[config.mk]
export PLATFORM = sky130hd
export DESIGN_NAME = lsu_dccm_arb_flat
export DESIGN_NICKNAME = d
export VERILOG_FILES = /design/src/rtl/lsu_dccm_arb_if.sv /design/src/rtl/lsu_dccm_arb.sv /design/src/flat_wrapper.sv
export SDC_FILE = /design/constraint.sdc
export NUM_CORES = 1
export LEC_CHECK = 0
export BUFFER_PORTS_ARGS = -buffer_cell sky130_fd_sc_hd__buf_2
export CORE_AREA = 2 2 146 148
export CTS_BUF_LIST = sky130_fd_sc_hd__clkbuf_4 sky130_fd_sc_hd__clkbuf_8
export DETAILED_ROUTE_END_ITERATION = 6
export DIE_AREA = 0 0 148 150
export SYNTH_ARGS = -nofsm -noshare
export SYNTH_HDL_FRONTEND = slang
export SYNTH_SLANG_ARGS = --single-unit
[constraint.sdc]
create_clock -name clk -period 3.9 [get_ports clk]
set_input_delay 0.975 -clock clk [delete_from_list [all_inputs] [get_ports clk]]
set_output_delay 0.975 -clock clk [all_outputs]
set_load 0.05 [all_outputs]
[src/rtl/lsu_dccm_arb_if.sv]
// DMA slave port of the DCCM arbiter: request channel into the arbiter's
// request FIFO and tagged read-response channel back to the DMA engine.
//
// Request handshake: a request transfers on a rising clock edge where
// dma_req_valid and dma_req_ready are both high. dma_req_ready is registered.
// Valid without ready is ignored, and the master holds its request until it
// is accepted. The response channel has no back-pressure: dma_rsp_valid is
// high for exactly one cycle per granted DMA read.
interface lsu_dccm_arb_if #(
    parameter int DCCM_BITS = 16,
    parameter int FDATA_W   = 39,
    parameter int TAG_W     = 3
) ();
    logic                 dma_req_valid;
    logic                 dma_req_ready;
    logic                 dma_req_write;
    logic [DCCM_BITS-1:0] dma_req_addr;
    logic [FDATA_W-1:0]   dma_req_wdata;
    logic [TAG_W-1:0]     dma_req_tag;
    logic                 dma_rsp_valid;
    logic [TAG_W-1:0]     dma_rsp_tag;
    logic [FDATA_W-1:0]   dma_rsp_rdata;

    // DMA engine side
    modport master (
        output dma_req_valid, dma_req_write, dma_req_addr, dma_req_wdata, dma_req_tag,
        input  dma_req_ready, dma_rsp_valid, dma_rsp_tag, dma_rsp_rdata
    );

    // Arbiter side
    modport slave (
        input  dma_req_valid, dma_req_write, dma_req_addr, dma_req_wdata, dma_req_tag,
        output dma_req_ready, dma_rsp_valid, dma_rsp_tag, dma_rsp_rdata
    );
endinterface

[src/rtl/lsu_dccm_arb.sv]
// Arbiter/sequencer sharing the single-ported DCCM between the LSU pipe and
// buffered DMA requests. The LSU path is a zero-latency pass-through; DMA
// requests wait in a DEPTH-entry FIFO and win when the LSU is idle or when the
// starvation counter reaches STARVE_MAX. DMA reads return one cycle after grant.
// Optional feature: define LSU_DCCM_DMA_BYPASS_EN to grant a DMA request in
// its arrival cycle when the FIFO is empty and the LSU is idle.
module lsu_dccm_arb #(
    parameter int DCCM_BITS  = 16,
    parameter int FDATA_W    = 39,
    parameter int TAG_W      = 3,
    parameter int DEPTH      = 2,
    parameter int STARVE_MAX = 7
) (
    input  logic                 clk,
    input  logic                 rst,
    input  logic                 i_lsu_freeze_dc3,
    input  logic                 i_lsu_rden,
    input  logic                 i_lsu_wren,
    input  logic [DCCM_BITS-1:0] i_lsu_rd_addr_lo,
    input  logic [DCCM_BITS-1:0] i_lsu_rd_addr_hi,
    input  logic [DCCM_BITS-1:0] i_lsu_wr_addr,
    input  logic [FDATA_W-1:0]   i_lsu_wr_data,
    output logic                 o_lsu_stall,
    lsu_dccm_arb_if.slave        dma,
    output logic                 o_dccm_wren,
    output logic                 o_dccm_rden,
    output logic [DCCM_BITS-1:0] o_dccm_wr_addr,
    output logic [DCCM_BITS-1:0] o_dccm_rd_addr_lo,
    output logic [DCCM_BITS-1:0] o_dccm_rd_addr_hi,
    output logic [FDATA_W-1:0]   o_dccm_wr_data,
    input  logic [FDATA_W-1:0]   i_dccm_rd_data_lo
);
    localparam int PTR_W = (DEPTH > 1) ? $clog2(DEPTH) : 1;
    localparam int CNT_W = $clog2(DEPTH) + 1;
    localparam int SC_W  = $clog2(STARVE_MAX + 1);

    logic                 r_mem_write [DEPTH];
    logic [DCCM_BITS-1:0] r_mem_addr  [DEPTH];
    logic [FDATA_W-1:0]   r_mem_wdata [DEPTH];
    logic [TAG_W-1:0]     r_mem_tag   [DEPTH];
    logic [PTR_W-1:0]     r_wptr;
    logic [PTR_W-1:0]     r_rptr;
    logic [CNT_W-1:0]     r_count;
    logic                 r_ready;
    logic [SC_W-1:0]      r_starve_cnt;
    logic                 r_rsp_valid;
    logic [TAG_W-1:0]     r_rsp_tag;

    logic                 w_lsu_req;
    logic                 w_nonempty;
    logic                 w_active;
    logic                 w_fifo_grant;
    logic                 w_byp_grant;
    logic                 w_dma_grant;
    logic                 w_dma_write;
    logic [DCCM_BITS-1:0] w_dma_addr;
    logic [FDATA_W-1:0]   w_dma_wdata;
    logic [TAG_W-1:0]     w_dma_tag;
    logic                 w_lsu_win;
    logic                 w_push;
    logic                 w_pop;
    logic [CNT_W-1:0]     w_count_next;

    assign w_lsu_req    = i_lsu_rden | i_lsu_wren;
    assign w_nonempty   = (r_count != '0);
    assign w_active     = ~rst & ~i_lsu_freeze_dc3;
    assign w_fifo_grant = w_active & w_nonempty &
                          ((r_starve_cnt == SC_W'(STARVE_MAX)) | ~w_lsu_req);

`ifdef LSU_DCCM_DMA_BYPASS_EN
    // An arriving request skips the FIFO when nothing else wants the array.
    assign w_byp_grant  = w_active & ~w_nonempty & ~w_lsu_req &
                          dma.dma_req_valid & r_ready;
`else
    assign w_byp_grant  = 1'b0;
`endif

    assign w_dma_grant  = w_fifo_grant | w_byp_grant;
    assign w_dma_write  = w_fifo_grant ? r_mem_write[r_rptr] : dma.dma_req_write;
    assign w_dma_addr   = w_fifo_grant ? r_mem_addr[r_rptr]  : dma.dma_req_addr;
    assign w_dma_wdata  = w_fifo_grant ? r_mem_wdata[r_rptr] : dma.dma_req_wdata;
    assign w_dma_tag    = w_fifo_grant ? r_mem_tag[r_rptr]   : dma.dma_req_tag;
    assign w_lsu_win    = w_active & w_lsu_req & ~w_dma_grant;

    assign w_push       = dma.dma_req_valid & r_ready & ~w_byp_grant;
    assign w_pop        = w_fifo_grant;
    assign w_count_next = r_count + CNT_W'(w_push) - CNT_W'(w_pop);

    // Memory-side mux: LSU passes straight through; a simultaneous rden+wren
    // issues only the write and stalls the read.
    assign o_dccm_wren       = w_lsu_win ? i_lsu_wren : (w_dma_grant & w_dma_write);
    assign o_dccm_rden       = w_lsu_win ? (i_lsu_rden & ~i_lsu_wren)
                                         : (w_dma_grant & ~w_dma_write);
    assign o_dccm_wr_addr    = w_dma_grant ? w_dma_addr  : i_lsu_wr_addr;
    assign o_dccm_rd_addr_lo = w_dma_grant ? w_dma_addr  : i_lsu_rd_addr_lo;
    assign o_dccm_rd_addr_hi = w_dma_grant ? w_dma_addr  : i_lsu_rd_addr_hi;
    assign o_dccm_wr_data    = w_dma_grant ? w_dma_wdata : i_lsu_wr_data;
    assign o_lsu_stall       = w_active & w_lsu_req &
                               (w_fifo_grant | (i_lsu_rden & i_lsu_wren));

    assign dma.dma_req_ready = r_ready;
    assign dma.dma_rsp_valid = r_rsp_valid;
    assign dma.dma_rsp_tag   = r_rsp_tag;
    assign dma.dma_rsp_rdata = i_dccm_rd_data_lo;

    // FIFO payload storage; contents are don't-care while the slot is empty.
    always_ff @(posedge clk) begin
        if (w_push) begin
            r_mem_write[r_wptr] <= dma.dma_req_write;
            r_mem_addr[r_wptr]  <= dma.dma_req_addr;
            r_mem_wdata[r_wptr] <= dma.dma_req_wdata;
            r_mem_tag[r_wptr]   <= dma.dma_req_tag;
        end
    end

    // FIFO pointers, occupancy and the registered ready seen by the DMA master.
    always_ff @(posedge clk) begin
        if (rst) begin
            r_wptr  <= '0;
            r_rptr  <= '0;
            r_count <= '0;
            r_ready <= 1'b0;
        end else begin
            if (w_push) r_wptr <= r_wptr + 1'b1;
            if (w_pop)  r_rptr <= r_rptr + 1'b1;
            r_count <= w_count_next;
            r_ready <= (w_count_next < CNT_W'(DEPTH));
        end
    end

    // Starvation counter: counts cycles a queued request loses, holds on freeze.
    always_ff @(posedge clk) begin
        if (rst) begin
            r_starve_cnt <= '0;
        end else if (!i_lsu_freeze_dc3) begin
            if (w_fifo_grant || !w_nonempty) begin
                r_starve_cnt <= '0;
            end else if (r_starve_cnt != SC_W'(STARVE_MAX)) begin
                r_starve_cnt <= r_starve_cnt + 1'b1;
            end
        end
    end

    // Read response marker one cycle after a DMA read grant.
    always_ff @(posedge clk) begin
        if (rst) begin
            r_rsp_valid <= 1'b0;
            r_rsp_tag   <= '0;
        end else begin
            r_rsp_valid <= w_dma_grant & ~w_dma_write;
            if (w_dma_grant && !w_dma_write) r_rsp_tag <= w_dma_tag;
        end
    end
endmodule

[src/flat_wrapper.sv]
// flat-port wrapper written by rule: the top's interface ports become plain ports
module lsu_dccm_arb_flat 
#(
    parameter int DCCM_BITS  = 16,
    parameter int FDATA_W    = 39,
    parameter int TAG_W      = 3,
    parameter int DEPTH      = 2,
    parameter int STARVE_MAX = 7
)
  (clk, rst, i_lsu_freeze_dc3, i_lsu_rden, i_lsu_wren, i_lsu_rd_addr_lo, i_lsu_rd_addr_hi, i_lsu_wr_addr, i_lsu_wr_data, o_lsu_stall, o_dccm_wren, o_dccm_rden, o_dccm_wr_addr, o_dccm_rd_addr_lo, o_dccm_rd_addr_hi, o_dccm_wr_data, i_dccm_rd_data_lo, dma_dma_req_valid, dma_dma_req_write, dma_dma_req_addr, dma_dma_req_wdata, dma_dma_req_tag, dma_dma_req_ready, dma_dma_rsp_valid, dma_dma_rsp_tag, dma_dma_rsp_rdata);
  lsu_dccm_arb_if #(.DCCM_BITS(DCCM_BITS), .FDATA_W(FDATA_W), .TAG_W(TAG_W)) dma_i ();
  input  logic clk;
  input  logic rst;
  input  logic i_lsu_freeze_dc3;
  input  logic i_lsu_rden;
  input  logic i_lsu_wren;
  input  logic [DCCM_BITS-1:0] i_lsu_rd_addr_lo;
  input  logic [DCCM_BITS-1:0] i_lsu_rd_addr_hi;
  input  logic [DCCM_BITS-1:0] i_lsu_wr_addr;
  input  logic [FDATA_W-1:0] i_lsu_wr_data;
  output logic o_lsu_stall;
  output logic o_dccm_wren;
  output logic o_dccm_rden;
  output logic [DCCM_BITS-1:0] o_dccm_wr_addr;
  output logic [DCCM_BITS-1:0] o_dccm_rd_addr_lo;
  output logic [DCCM_BITS-1:0] o_dccm_rd_addr_hi;
  output logic [FDATA_W-1:0] o_dccm_wr_data;
  input  logic [FDATA_W-1:0] i_dccm_rd_data_lo;
  input wire logic [$bits(dma_i.dma_req_valid)-1:0] dma_dma_req_valid;
  input wire logic [$bits(dma_i.dma_req_write)-1:0] dma_dma_req_write;
  input wire logic [$bits(dma_i.dma_req_addr)-1:0] dma_dma_req_addr;
  input wire logic [$bits(dma_i.dma_req_wdata)-1:0] dma_dma_req_wdata;
  input wire logic [$bits(dma_i.dma_req_tag)-1:0] dma_dma_req_tag;
  output wire logic [$bits(dma_i.dma_req_ready)-1:0] dma_dma_req_ready;
  output wire logic [$bits(dma_i.dma_rsp_valid)-1:0] dma_dma_rsp_valid;
  output wire logic [$bits(dma_i.dma_rsp_tag)-1:0] dma_dma_rsp_tag;
  output wire logic [$bits(dma_i.dma_rsp_rdata)-1:0] dma_dma_rsp_rdata;
  assign dma_i.dma_req_valid = dma_dma_req_valid;
  assign dma_i.dma_req_write = dma_dma_req_write;
  assign dma_i.dma_req_addr = dma_dma_req_addr;
  assign dma_i.dma_req_wdata = dma_dma_req_wdata;
  assign dma_i.dma_req_tag = dma_dma_req_tag;
  assign dma_dma_req_ready = dma_i.dma_req_ready;
  assign dma_dma_rsp_valid = dma_i.dma_rsp_valid;
  assign dma_dma_rsp_tag = dma_i.dma_rsp_tag;
  assign dma_dma_rsp_rdata = dma_i.dma_rsp_rdata;
  lsu_dccm_arb #(.DCCM_BITS(DCCM_BITS), .FDATA_W(FDATA_W), .TAG_W(TAG_W), .DEPTH(DEPTH), .STARVE_MAX(STARVE_MAX)) u_core (.clk(clk), .rst(rst), .i_lsu_freeze_dc3(i_lsu_freeze_dc3), .i_lsu_rden(i_lsu_rden), .i_lsu_wren(i_lsu_wren), .i_lsu_rd_addr_lo(i_lsu_rd_addr_lo), .i_lsu_rd_addr_hi(i_lsu_rd_addr_hi), .i_lsu_wr_addr(i_lsu_wr_addr), .i_lsu_wr_data(i_lsu_wr_data), .o_lsu_stall(o_lsu_stall), .dma(dma_i), .o_dccm_wren(o_dccm_wren), .o_dccm_rden(o_dccm_rden), .o_dccm_wr_addr(o_dccm_wr_addr), .o_dccm_rd_addr_lo(o_dccm_rd_addr_lo), .o_dccm_rd_addr_hi(o_dccm_rd_addr_hi), .o_dccm_wr_data(o_dccm_wr_data), .i_dccm_rd_data_lo(i_dccm_rd_data_lo));
endmodule
==> results of run 1 <==
[cell usage in the layout (no fill, tap or decap), drive strengths merged, types with 2 or more instances in the layout]
cell type,n
buf,257
edfxtp,118
mux2i,60
o21a,48
a21oi,44
a31oi,40
clkbuf,17
nand4,16
dfxtp,13
inv,11
nor2,6
nand2,5
bufinv,5
ha,4
nand3,3
a41oi,3
a211oi,3
clkinv,3
or4,2
nand4b,2
nor2b,2
xnor2,2
or2,2
[registers in the layout, summed over array words and instances (netlist names), named ones only]
name / count
u_core.dma.dma_rsp_valid: 1
u_core.r_mem_wdata: 78
u_core.r_mem_write: 2
u_core.r_mem_tag: 6
u_core.r_wptr: 1
u_core.r_starve_cnt: 3
u_core.r_rptr: 1
u_core.r_mem_addr: 32
u_core.dma.dma_rsp_tag: 3
u_core.dma.dma_req_ready: 1
u_core.r_count: 2
[power breakdown]
part	internal, W	total [W]	switching (W)	leakage (nW)
logic	0.000173	0.000593	0.000420	1.55
registers	0.00160	0.00162	0.0000189	1.19
clock network	0.000769	0.00133	0.000559	0.230
[area by class of cell]
cell class	count	share of cell area [%]
antenna	1	0.03181
clock buffer	17	2.974
clock inverter	15	2.847
inverter	5	0.2385
multi-input combinational	251	23.81
sequential	131	48.39
tap	275	4.373
timing repair buffer	257	17.33
[Yosys cell counts, drive strengths merged (2+ instances only)]
cell and number:
xnor2 2, nand2 5, buf 60, clkbuf 16, nor2 6, dfxtp 13
or2 2, a41oi 3, a211oi 3, nand3 3, nand4b 2, o21a 48
nand4 16, a31oi 40, ha 4, edfxtp 118, nor2b 2, or4 2
a21oi 44, mux2i 60, inv 5
[per-layer routing]
| layer | vias to the layer above | global-route usage [%] |
|---|---|---|
| li1 | 2166 | - |
| met4 | 6 | 6.619 |
| met2 | 142 | 23.87 |
| met3 | 58 | 4.543 |
| met5 | - | 0 |
| met1 | 2114 | 18.44 |
[stage by stage]
stage / instances / utilization (%)
detailed placement: 919 / 35.80
global route: 951 / 38.01
global placement: 919 / 35.80
finish: 952 / 38.03
CTS: 951 / 38.01
floorplan: 463 / -
[worst register-to-register path, delay by kind of cell (launching register included)]
| family | cells | cell delay (ps) |
|---|---|---|
| adders and majority gates | 4 | 810 |
| and+or+nand+nor | 2 | 400 |
| DFF | 1 | 350 |
| buffers and inverters | 2 | 330 |
| xor gates and xnor gates | 2 | 280 |
| AOI/OAI and AO/OA | 1 | 220 |
[worst max path at each step]
stage	end	slack, ps	depth (start not counted)
after global placement	o_dccm_wren	390	6
final	o_dccm_rd_addr_lo[15]	430	6
after floorplan	o_dccm_wren	280	5
after CTS	o_dccm_wren	360	6
after detailed placement	o_dccm_wren	360	6
after global routing	o_dccm_wren	260	7
[logic make-up after synthesis]
| group | after synthesis |
|---|---|
| fa+ha+maj | 5 |
| compound gates | 142 |
| flops | 131 |
| simple gates | 41 |
| mux | 60 |
| xor+xnor | 3 |
| buf+inv | 81 |
==> results.ini, run 1 <==
[status]
outcome = completed

[grt]
grt_pass1_vias = 4363
antenna_found_initial = 4
grt_pass1_wl_microns = 24740
grt_max_degree = 73
track_usage_pct = 14.84
grt.overflow.total = 0

[clock_tree]
clkSlewWorstSetupHoldPaths_ps = 80
clkLatencyLatePin_ps = 430
cts_setup_buffers = 0
cts_resized = 0
cts_sinks = 131
hold_buffers = 0
root_buffer = clkbuf_8
cts_buffers = 17
cts_tree = yes
clock_path_buffers = 2
cts_max_level = 4

[sta]
rsz0062_at_grt = no
slew_headroom_pct = 41.44
fin_ws_ps = 428.7
period_share_pct = 89.01
setup_tns_ps = 0
setup_viol = 0
slew_viol_final = 0
fmax_mhz = 288.1
fin_worst_skew_ps = 15.57
layout_min_cycle_time_ps = 3471
worst_pin_slew_ps = 878.4
hold_violations = 0
fin_hold_ws_ps = 470.6

[synth]
ys_seq_elements = 131
synth.cell_area_sq_um = 6126
synth.distinct_cells = 33
synthAdderAreaFrac_pct = 0.9804
async_reset_ff_share_pct = 0
synth_xor_area_share_pct = 0.4289
synth_compound_area_share_pct = 14.85
synthSimpleGateAreaFrac_pct = 4.003
synth_top_cell_by_area = edfxtp_1
synth.top_cells.by_area = edfxtp_1 58%, mux2i_1 9.8%, o21a_1 5.9%, buf_4 5.0%, dfxtp_1 4.2%
syn_area_per_cell_sq_um = 13.23
synthMuxAreaShare_pct = 9.804
synthCells = 463
synth_top_family_by_area = compound AO/OA/AOI/OAI gates
yosysWarnings = 0
synth_enable_flop_cells = 118
synth-main-ff-cell = edfxtp_1
synth_seq_area_share_pct = 62.09
synth_top_area_share_pct = 57.84
synth_nets = 658

[detailed_routing]
wl_met3_microns = 1102
final_antenna_net_count = 0
avgViaCountPerCell = 4.712
dr_total_vias = 4486
drc = 0
wl_met2_microns = 8137
top_layer = met5
dr.pass1.iters = 4
post_drt_wl_per_cell_microns = 17.74
initialDrtViolationCount = 153
met1Wirelength_microns = 7058
drt_wl_total_microns = 16890

[worst_setup_path]
timing.rr.end = u_core.r_count[1]$_SDFF_PP0_
cp-start-kind = input port
crit_start = i_lsu_freeze_dc3
path_common_cell = buf_2
path_max_fanout = 72
crit_path_end_kind = output pin
slowest_stage = or2_1
worstPathRequired_ps = 2920
r2r_start = u_core.r_starve_cnt[0]$_SDFFE_PP0P_
crit_chain = buf_2 > or2_1 > nor3_4 > buf_12 > o21a_1 > buf_2
regToRegSetupSlack_ps = 1430
cp_num_buf_inv = 3
worstRegToRegCells = 11
max_stage_delay_ps = 320
crit_family = buffers and inverters
crit_type = input port to output pin
cp.arrival_ps = 2500

[layout]
area_growth_pct = 28.43
fillers = 2030
multiInputGateArea_sq_um = 1873
stdcell_area_sq_um = 7868
final-seq-area_sq_um = 3807
drive_gt1_share_pct = 43.79
nets = 858

[die]
fp-row-count = 53
ioPinCount = 325
start_util_pct = 29.61
die_area_sq_um = 22200
coreArea_sq_um = 20690
die_h_microns = 150
die_x_microns = 148

[flow_run]
drv_cap = 0

[worst_hold_path]
whs_path_depth = 2
hp-class = flop to flop
min_to = u_core.r_starve_cnt[2]$_SDFFE_PP0P_
hp-start = u_core.r_starve_cnt[2]$_SDFFE_PP0P_

[placement]
io_buffers = 246
pre_cts_slack_ps = 360.9
gp_congestion = 0.7643
hpwl_microns = 11810
postPlaceCellArea_sq_um = 7407

[pwr]
p_per_area_nw_per_um2 = 449.7
p_leak_nw = 2.965
peakVddDrop_mv = 0.2263
power_w = 0.003538

Note: power is estimated with default switching activity, not from simulation.
==> run 2: changes to the inputs <==
==> constraint.sdc (replaced) <==
create_clock -name clk -period 3.1 [get_ports clk]
set_input_delay 0.775 -clock clk [delete_from_list [all_inputs] [get_ports clk]]
set_output_delay 0.775 -clock clk [all_outputs]
set_load 0.05 [all_outputs]
==> results.ini, run 2 (synthesis gave the netlist of run 1 again) <==
[status]
outcome = completed  ; unchanged

[layout]
largest_reg_flops = 78  ; unchanged
final_util_pct = 40.12  ; was 38.03%
instances_no_fill = 968  ; was 952
stdcell_area_sq_um = 8300  ; was 7868 sq um
area_growth_pct = 35.50  ; was 28.43%
drive_gt1_share_pct = 47.61  ; was 43.79%
top_regs = u_core.r_mem_wdata (78), u_core.r_mem_addr (32), u_core.r_mem_tag (6)  ; unchanged
nets = 873  ; was 858
mostFrequentLayoutCells = 196 x buf_2, 118 x edfxtp_1, 59 x mux2i_1  ; was 246 x buf_2, 118 x edfxtp_1, 60 x mux2i_1
final_common_cell = buf_2  ; unchanged
regMostFlops = u_core.r_mem_wdata  ; unchanged
fillers = 2015  ; was 2030

[worst_hold_path]
whs_path_depth = 2  ; unchanged
hp-class = flop to flop  ; unchanged
min_to = u_core.r_starve_cnt[1]$_SDFFE_PP0P_  ; was u_core.r_starve_cnt[2]$_SDFFE_PP0P_
hp-start = u_core.r_starve_cnt[1]$_SDFFE_PP0P_  ; was u_core.r_starve_cnt[2]$_SDFFE_PP0P_

[detailed_routing]
post_drt_wl_per_cell_microns = 18.94  ; was 17.74 microns
final_antenna_net_count = 0  ; unchanged
initialDrtViolationCount = 310  ; was 153
drt_wl_total_microns = 18340  ; was 16890 microns
dr_total_vias = 4603  ; was 4486
dr.pass1.iters = 4  ; unchanged
drc = 0  ; unchanged
avgViaCountPerCell = 4.755  ; was 4.712

[sta]
fin_worst_skew_ps = 8.741  ; was 15.57 ps
setup_viol = 0  ; unchanged
period_share_pct = 96.54
worst_pin_slew_ps = 479.3  ; was 878.4 ps
layout_min_cycle_time_ps = 2993
hold_violations = 0  ; unchanged
setup_tns_ps = 0  ; unchanged
slew_headroom_pct = 67.96  ; was 41.44%
rsz0062_at_grt = yes  ; was no
fmax_mhz = 334.1
slew_viol_final = 0  ; unchanged

[pwr]
p_leak_nw = 3.114  ; was 2.965 nW
p_per_area_nw_per_um2 = 507.4  ; was 449.7 nW/um^2
peakVddDrop_mv = 0.3226  ; was 0.2263 mV
power_w = 0.004212  ; was 0.003538 W

[worst_setup_path]
timing.rr.end = u_core.r_count[1]$_SDFF_PP0_  ; unchanged
crit_chain = ha_1 > ha_2 > o21bai_4 > buf_12 > buf_4 > nand4_1 > o21a_1 > buf_6  ; was buf_2 > or2_1 > nor3_4 > buf_12 > o21a_1 > buf_2
worstPathRequired_ps = 2320  ; was 2920 ps
crit_type = flop to output pin  ; was input port to output pin
cp_num_buf_inv = 3  ; unchanged
crit_path_end_kind = output pin  ; unchanged
cp.arrival_ps = 2220  ; was 2500 ps
path_max_fanout = 7  ; was 72
worstRegToRegCells = 11  ; unchanged
cp-start-kind = flop  ; was input port
r2r_start = u_core.r_starve_cnt[0]$_SDFFE_PP0P_  ; unchanged
regToRegSetupSlack_ps = 780  ; was 1430 ps
slowest_stage = dfxtp_2  ; was or2_1
crit_family = buffers and inverters  ; unchanged
max_stage_delay_ps = 330  ; was 320 ps

[clock_tree]
cts_tree = yes  ; unchanged
cts_buffers = 17  ; unchanged
cts_max_level = 4  ; unchanged
cts_sinks = 131  ; unchanged
clkLatencyLatePin_ps = 420  ; was 430 ps
root_buffer = clkbuf_8  ; unchanged
clkSlewWorstSetupHoldPaths_ps = 80  ; about the same
clock_path_buffers = 2  ; unchanged
hold_buffers = 0  ; unchanged

[die]
ioPinCount = 325  ; unchanged
die_x_microns = 148  ; unchanged
coreArea_sq_um = 20690  ; unchanged
fp-row-count = 53  ; unchanged
start_util_pct = 29.61  ; unchanged
die_area_sq_um = 22200  ; unchanged
die_h_microns = 150  ; unchanged

[grt]
grt_pass1_wl_microns = 25960  ; was 24740 microns
antenna_found_initial = 2  ; was 4
track_usage_pct = 15.62  ; was 14.84%
grt_max_degree = 60  ; was 73
grt_pass1_vias = 4459  ; was 4363
grt.overflow.total = 0  ; unchanged

[placement]
hpwl_microns = 12560  ; was 11810 microns
postPlaceCellArea_sq_um = 7595  ; was 7407 sq um
gp_congestion = 0.7779  ; was 0.7643
io_buffers = 246  ; unchanged
dpl.cell_count = 927  ; was 919

[flow_run]
drv_cap = 0  ; unchanged

## run 2: cell types whose count changed in the layout (fill, tap and decap cells not counted), sizes merged
| cell | before | now |
|---|---|---|
| bufinv | 5 | 1 |
| diode | 1 | 2 |
| inv | 11 | 9 |
| buf | 257 | 243 |
| clkbuf | 17 | 47 |
| clkinv | 3 | 7 |
| clkinvlp | 1 | 2 |
## run 2: per-stage QoR
stage	setup slack [ps]	hold WS [ps]
6_report	107.3	463.0
5_1_grt	-16.70	483.5
4_1_cts	1.836	470.6
3_5_place_dp	27.92	458.6
3_3_place_gp	40.53	449.5
2_1_floorplan	27.76	440.0
## run 2: layout make-up
type | count | area [sq um] | share of cell area, %
antenna | 2 | 5.005 | 0.06030
multi-input combinational | 251 | 1948 | 23.47
inverter | 5 | 18.77 | 0.2261
tap | 275 | 344.1 | 4.145
timing repair buffer | 272 | 1803 | 21.72
clock buffer | 18 | 241.5 | 2.909
sequential | 131 | 3810 | 45.90
clock inverter | 14 | 130.1 | 1.568
## run 2: worst register-to-register path: cells and delay by family, from the launching register on
kind,cells,cell delay [ps]
buffers and inverters,2,320
flip-flops,1,340
AO/OA/AOI/OAI,1,180
adder cells (fa/ha/maj),4,790
AND/OR/NAND/NOR,2,350
XOR/XNOR,2,290
## run 2: how the worst max path moves through the flow
| stage | start | to | slack, ps | depth (start not counted) |
|---|---|---|---|---|
| after floorplan | i_lsu_wren | o_dccm_wr_data[28] | 30 | 5 |
| after global placement | i_lsu_freeze_dc3 | o_dccm_wr_data[37] | 40 | 6 |
| after detailed placement | i_lsu_freeze_dc3 | o_dccm_wr_data[30] | 30 | 7 |
| after CTS | u_core.r_starve_cnt[0]$_SDFFE_PP0P_ | o_dccm_wr_data[29] | 2 | 8 |
| after global routing | u_core.r_starve_cnt[0]$_SDFFE_PP0P_ | o_dccm_wr_addr[5] | -20 | 8 |
| final | u_core.r_starve_cnt[0]$_SDFFE_PP0P_ | o_dccm_rd_addr_lo[5] | 110 | 8 |
## run 2: power by group
part | switching, W | internal, W | leakage, nW
logic | 0.000554 | 0.000274 | 1.74
registers | 0.0000223 | 0.00201 | 1.19
clock network | 0.000700 | 0.000652 | 0.188
## run 2: metal layers
metal	wire, microns	up-vias	track usage, %
met2	8948	155	26.57
met3	1214	69	4.604
li1	-	2205	-
met5	0	-	0
met4	721	0	7.286
met1	7453	2174	18.17
## run 2: timing repair
item                       CTS  global route
setup endpoints to repair   77            84
buffers inserted             0             4
pin swaps                    2             2
gates cloned                 0             3
gates resized for setup     25            52
